$ cat src/rtl/sipo_pkg.sv
// sipo_pkg: shared state encoding and default word width for the SIPO deserializer
package sipo_pkg;
  typedef enum logic {IDLE, RECV} state_t;
  localparam int SIPO_DEFAULT_WIDTH = 8;
endpackage

$ cat src/rtl/sipo.sv
// sipo: LSB-first serial-to-parallel deserializer with a one-word valid/ready output register
module sipo
  import sipo_pkg::*;
#(
  parameter int DATA_WIDTH = SIPO_DEFAULT_WIDTH
) (
  input  logic                  clk,
  input  logic                  rst,
  input  logic                  serial_in,
  input  logic                  serial_valid,
  output logic [DATA_WIDTH-1:0] data_out,
  output logic                  data_valid,
  input  logic                  data_ready,
  output logic                  busy,
  output logic                  overrun,
  output logic                  frame_err
);
  localparam int CW = $clog2(DATA_WIDTH);
  localparam logic [CW-1:0] LAST = CW'(DATA_WIDTH - 1);
  state_t                r_state;
  logic [CW-1:0]         r_cnt;
  logic [DATA_WIDTH-1:0] r_shift;
  logic [DATA_WIDTH-1:0] w_word;
  logic                  w_done, w_take, w_load;
  assign w_word = {serial_in, r_shift[DATA_WIDTH-1:1]};
  assign w_done = serial_valid && r_cnt == LAST;
  assign w_take = data_valid && data_ready;
  // a finished word may enter the output register if it is empty or being drained this edge
  assign w_load = w_done && (!data_valid || data_ready);
  assign busy   = r_state == RECV;
  always_ff @(posedge clk or posedge rst) begin
    if (rst) begin
      r_state    <= IDLE;
      r_cnt      <= '0;
      r_shift    <= '0;
      data_out   <= '0;
      data_valid <= 1'b0;
      overrun    <= 1'b0;
      frame_err  <= 1'b0;
    end else begin
      if (serial_valid) begin
        r_shift <= w_word;
        r_cnt   <= w_done ? '0 : r_cnt + 1'b1;
        r_state <= w_done ? IDLE : RECV;
      end else begin
        r_shift <= '0;
        r_cnt   <= '0;
        r_state <= IDLE;
      end
      frame_err <= r_state == RECV && !serial_valid;
      overrun   <= w_done && data_valid && !data_ready;
      if (w_load) begin
        data_out   <= w_word;
        data_valid <= 1'b1;
      end else if (w_take) begin
        data_valid <= 1'b0;
      end
    end
  end
endmodule

$ cat config.mk
export PLATFORM = sky130hd
export DESIGN_NAME = sipo
export DESIGN_NICKNAME = d
export VERILOG_FILES = /design/src/rtl/sipo_pkg.sv /design/src/rtl/sipo.sv
export SDC_FILE = /design/constraint.sdc
export NUM_CORES = 1
export LEC_CHECK = 0
export ABC_AREA = 1
export BUFFER_PORTS_ARGS = -buffer_cell sky130_fd_sc_hd__buf_2
export CORE_MARGIN = 4
export CORE_UTILIZATION = 45
export CTS_CLUSTER_SIZE = 12
export DETAILED_ROUTE_END_ITERATION = 6
export PLACE_DENSITY_LB_ADDON = 0.08
export SLEW_MARGIN = 40
export SYNTH_ARGS = -nofsm -noshare
export SYNTH_HDL_FRONTEND = slang
export SYNTH_SLANG_ARGS = --single-unit
export TNS_END_PERCENT = 5
$ cat constraint.sdc
create_clock -name clk -period 1.9 [get_ports clk]
set_clock_uncertainty 0.05 [all_clocks]
set_input_delay 0.38 -clock clk [delete_from_list [all_inputs] [get_ports clk]]
set_output_delay 0.38 -clock clk [all_outputs]
set_load 0.03 [all_outputs]
Word-level counts from Yosys, hierarchy flattened. Cells that the tools add are included.

Register bits: 23. Input port bits: 5. Output and inout bits: 12. Logic and storage cells: 27.

Add/subtract/negate cells: 1. Equal/unequal tests: 1. Muxes and demuxes: 7. Reduce and logical (&&, ||, !) cells: 11.

Operator list (number): 8-bit two-way mux (1); 1-bit logical AND (6); 3-bit two-way mux (2); 1-bit two-way mux (4); 3-bit by 1-bit adder with 3-bit output, second input constant (1); 3-bit equality test, second input constant (1); 1-bit logical NOT (3); 2-bit nonzero test (1); 1-bit logical OR (1).

Depth between registers and ports, before layout.
Depth in word-level cells: 4. Mapped depth: 7.

Worst setup path before layout. OpenSTA, ideal clock, no wires.

Path kind: flip-flop to flip-flop. Start: register r_cnt[0]. End: register data_out[0]. Library setup time: 0.065 ns. Arrival time: 1.098 ns. Setup slack: 0.687 ns. Cell stages (with the launch flop): 8. Cells stage by stage: dfrtp_1 > ha_1 > ha_1 > nand2_4 > inv_6 > nand2_4 > nand2_1 > nand2_1.

Cells in the longest elaborated chain, start to end: 3.

RTL lines: start: declaration (line sipo.sv:21) `logic [CW-1:0] r_cnt;`; start signal: assignment (line sipo.sv:43) `r_cnt <= w_done ? '0 : r_cnt + 1'b1;`; 3-bit equality test (line sipo.sv:26) `assign w_done = serial_valid && r_cnt == LAST;`; 1-bit logical AND (line sipo.sv:26); 1-bit logical AND (line sipo.sv:29) `assign w_load = w_done && (!data_valid || data_ready);`; end signal: assignment (line sipo.sv:53) `data_out <= w_word;`; end: declaration (line sipo.sv:11) `output logic [DATA_WIDTH-1:0] data_out,`.

No other way between the ends. A chain may end at the register's enable or synchronous reset.

Worst setup path in the final report.
Start: register data_out[7]. End: output data_out[7].

No word-level cell between the ends.

==> qor.txt <==
Status -> finished clean
Critical Path AT -> 0.89 ns
Crit path max fanout -> 2
Yosys top cell area share -> 66.2%
WS Path Type -> flop to primary output
RSZ-0062 raised after global routing -> false
Worst Max-Slew Pin Slew -> 0.271 ns
Fin crit share -> 69.7%
Crit path time final -> 1.32 ns
Total GRT Usage -> 12.9%
Fmax achieved -> 0.755 GHz
Synth Area in Adders -> 3.01%
Critical-path top delay cell -> dfrtp_1
Clock Path Buffers -> 2
Total grt overflow -> 0
Fin nets -> 108
Mapped Cells -> 81
WL/cell -> 10.7 um
Row count -> 15
GRT busiest layer -> met2
First-pass GRT wire length -> 2480 um
Post-synth net total -> 88
Hpwl dp -> 976 um
Cell accounting for the most synthesized area -> dfrtp_1
Number of enable flip-flop cells after synthesis -> 0
Die Ht -> 51 um
First-pass DRT Iterations -> 3
Slew Limit Fails -> 0
Vias post-DR -> 550
Die X -> 51 um
CTS Buf Count -> 3
Synthesized area per cell -> 10.3 sq um
Global-route met1 utilization -> 16.9%
Die Footprint -> 2600 sq um
Multi-input logic area -> 215 sq um
Synth Area in Simple Gates -> 22.9%
Hold Buf Count CTS -> 0
Xor-xnor portion of the synthesized cell area -> 0%
CP max stage delay -> 0.41 ns
Area contributors post-synth -> dfrtp_1 (66%), nand2_1 (12%), nand3_1 (4.8%)
Lkg Pwr -> 0.625 nW
Crit end category -> primary output
Final Hold Viols -> 0
Rel. slew slack -> 82.0%
Share of cells above drive strength 1 -> 27.0%
Starting density of the core -> 47.7%
Register area share after synthesis -> 66.2%
Post-CTS Setup Inserts -> 0
Final setup TNS -> 0 ns
Final Wtd Congestion -> 0.783
Ys Warns -> 0
Met3 Use GR -> 2.62%
Post-cts resize count -> 0
Crit start category -> flop
Count of cell types in the netlist -> 13
DRC Markers -> 0
Worst VDD drop -> 0.489 mV
Pwr/cell area -> 820 nW/um^2
Synth-to-Final Area Change -> 16.7%
Async SR Flop Fraction -> 100%
Multiplexer area fraction after synthesis -> 0%
Register Area -> 551 sq um
Synth top cells by count -> nand2_1 (26), dfrtp_1 (22), inv_1 (9)
Final Util -> 55.6%
WP data required -> 1.47 ns
Clk sinks -> 22
1st-iter DRT viols -> 10
Layout filler cell count -> 164
Clk_lat worst skew -> 0.31 ns
I/O pin count -> 17
Antenna-violating nets left -> 0
Antenna violations before repair -> 0
Flops & latches, synth -> 22
Most frequent cell after synthesis -> nand2_1
Synth Area in Compound Gates -> 0%
Main combinational cell family by area after synthesis -> simple AND/OR/NAND/NOR gates
Ys flop type -> dfrtp_1
GR Util met2 -> 19.5%
Vias per cell -> 4.40
Core ar. -> 1750 sq um
Max_cap viols -> 0
Critical-path cell list -> buf_2
H-tree Lvls -> 1
Final-report setup violation count -> 0
Routed WL -> 1340 um
Worst Hold Class -> input port to asynchronous set/reset pin
CTS tree -> built
Reg clk slew, reported paths -> 0.12 ns
Largest net degree at the start of global routing -> 23
Top delay family on crit path -> flip-flops
Vias in the first global route -> 550
Diodes inserted -> 0
WP buf/inv -> 1
CTS root buf -> clkbuf_4
Mapped Area -> 832 sq um
PortBufs -> 16
metrics by stage:
stage	worst slack, ns	instances	cell area [sq um]	hold WS (ns)	power (W)
2_1_floorplan	0.687	81	832	0.319	0.000538
3_3_place_gp	0.652	121	935	0.374	0.000556
3_5_place_dp	0.614	121	935	0.381	0.000558
4_1_cts	0.556	125	971	0.0352	0.000809
5_1_grt	0.480	125	971	0.0610	0.000841
6_report	0.576	125	971	0.0301	0.000796
metal layers:
layer	wire [um]	part of all wire, %	vias to the layer above
met5	0	0	-
met4	44	3.3	0
met3	71	5.3	5
met2	558	42	12
met1	663	50	252
li1	-	-	281
logic make-up after synthesis:
logic type               count (synthesis)
buffers and inverters                   14
AND/OR/NAND/NOR                         43
adder cells (fa/ha/maj)                  2
flip-flops                              22
report_power, final:
| part | leakage [nW] | total (W) | internal, W | switching, W |
|---|---|---|---|---|
| clock | 0.0210 | 0.000249 | 0.000117 | 0.000132 |
| sequential | 0.299 | 0.000490 | 0.000482 | 0.00000710 |
| combinational | 0.304 | 0.0000579 | 0.0000174 | 0.0000405 |
placed cells by master (no fill, tap or decap):
master    instances
inv_1             9
nand2_4           2
inv_6             1
nand2_1          26
buf_4             1
clkbuf_4          3
buf_2            16
ha_1              2
nor3_1            1
dfrtp_1          22
inv_2             2
nor2_1            5
nand3_1           8
nand2_2           1
clkbuf_8          1
path summary, 6_finish.rpt:
kind | from | endpoint | slack [ns] | depth (start not counted)
min reg2reg | r_cnt[0]$_DFF_PP0_ | r_cnt[0]$_DFF_PP0_ | 0.40 | 1
min in group clk | serial_in | r_shift[7]$_DFF_PP0_ | 0.24 | 3
max in group asynchronous | rst | r_shift[2]$_DFF_PP0_ | 1.55 | 3
max | data_out[7]$_DFFE_PP0P_ | data_out[7] | 0.58 | 1
max reg2reg | r_cnt[0]$_DFF_PP0_ | data_out[1]$_DFFE_PP0P_ | 0.59 | 7
min | rst | r_shift[3]$_DFF_PP0_ | 0.03 | 3
flip-flops by register name, indices dropped and copies added (netlist names):
name / count
frame_err: 1
data_out: 8
busy: 1
r_shift: 7
r_cnt: 3
overrun: 1
data_valid: 1
final cells by class:
cell class | instances | area share [%]
Clock buffer | 4 | 3.74
Inverter | 12 | 5.15
Multi-Input combinational cell | 45 | 22.2
Sequential cell | 22 | 56.7
Tap cell | 25 | 3.22
Timing Repair Buffer | 17 | 9.02
Power figures use the tool's default switching activity.
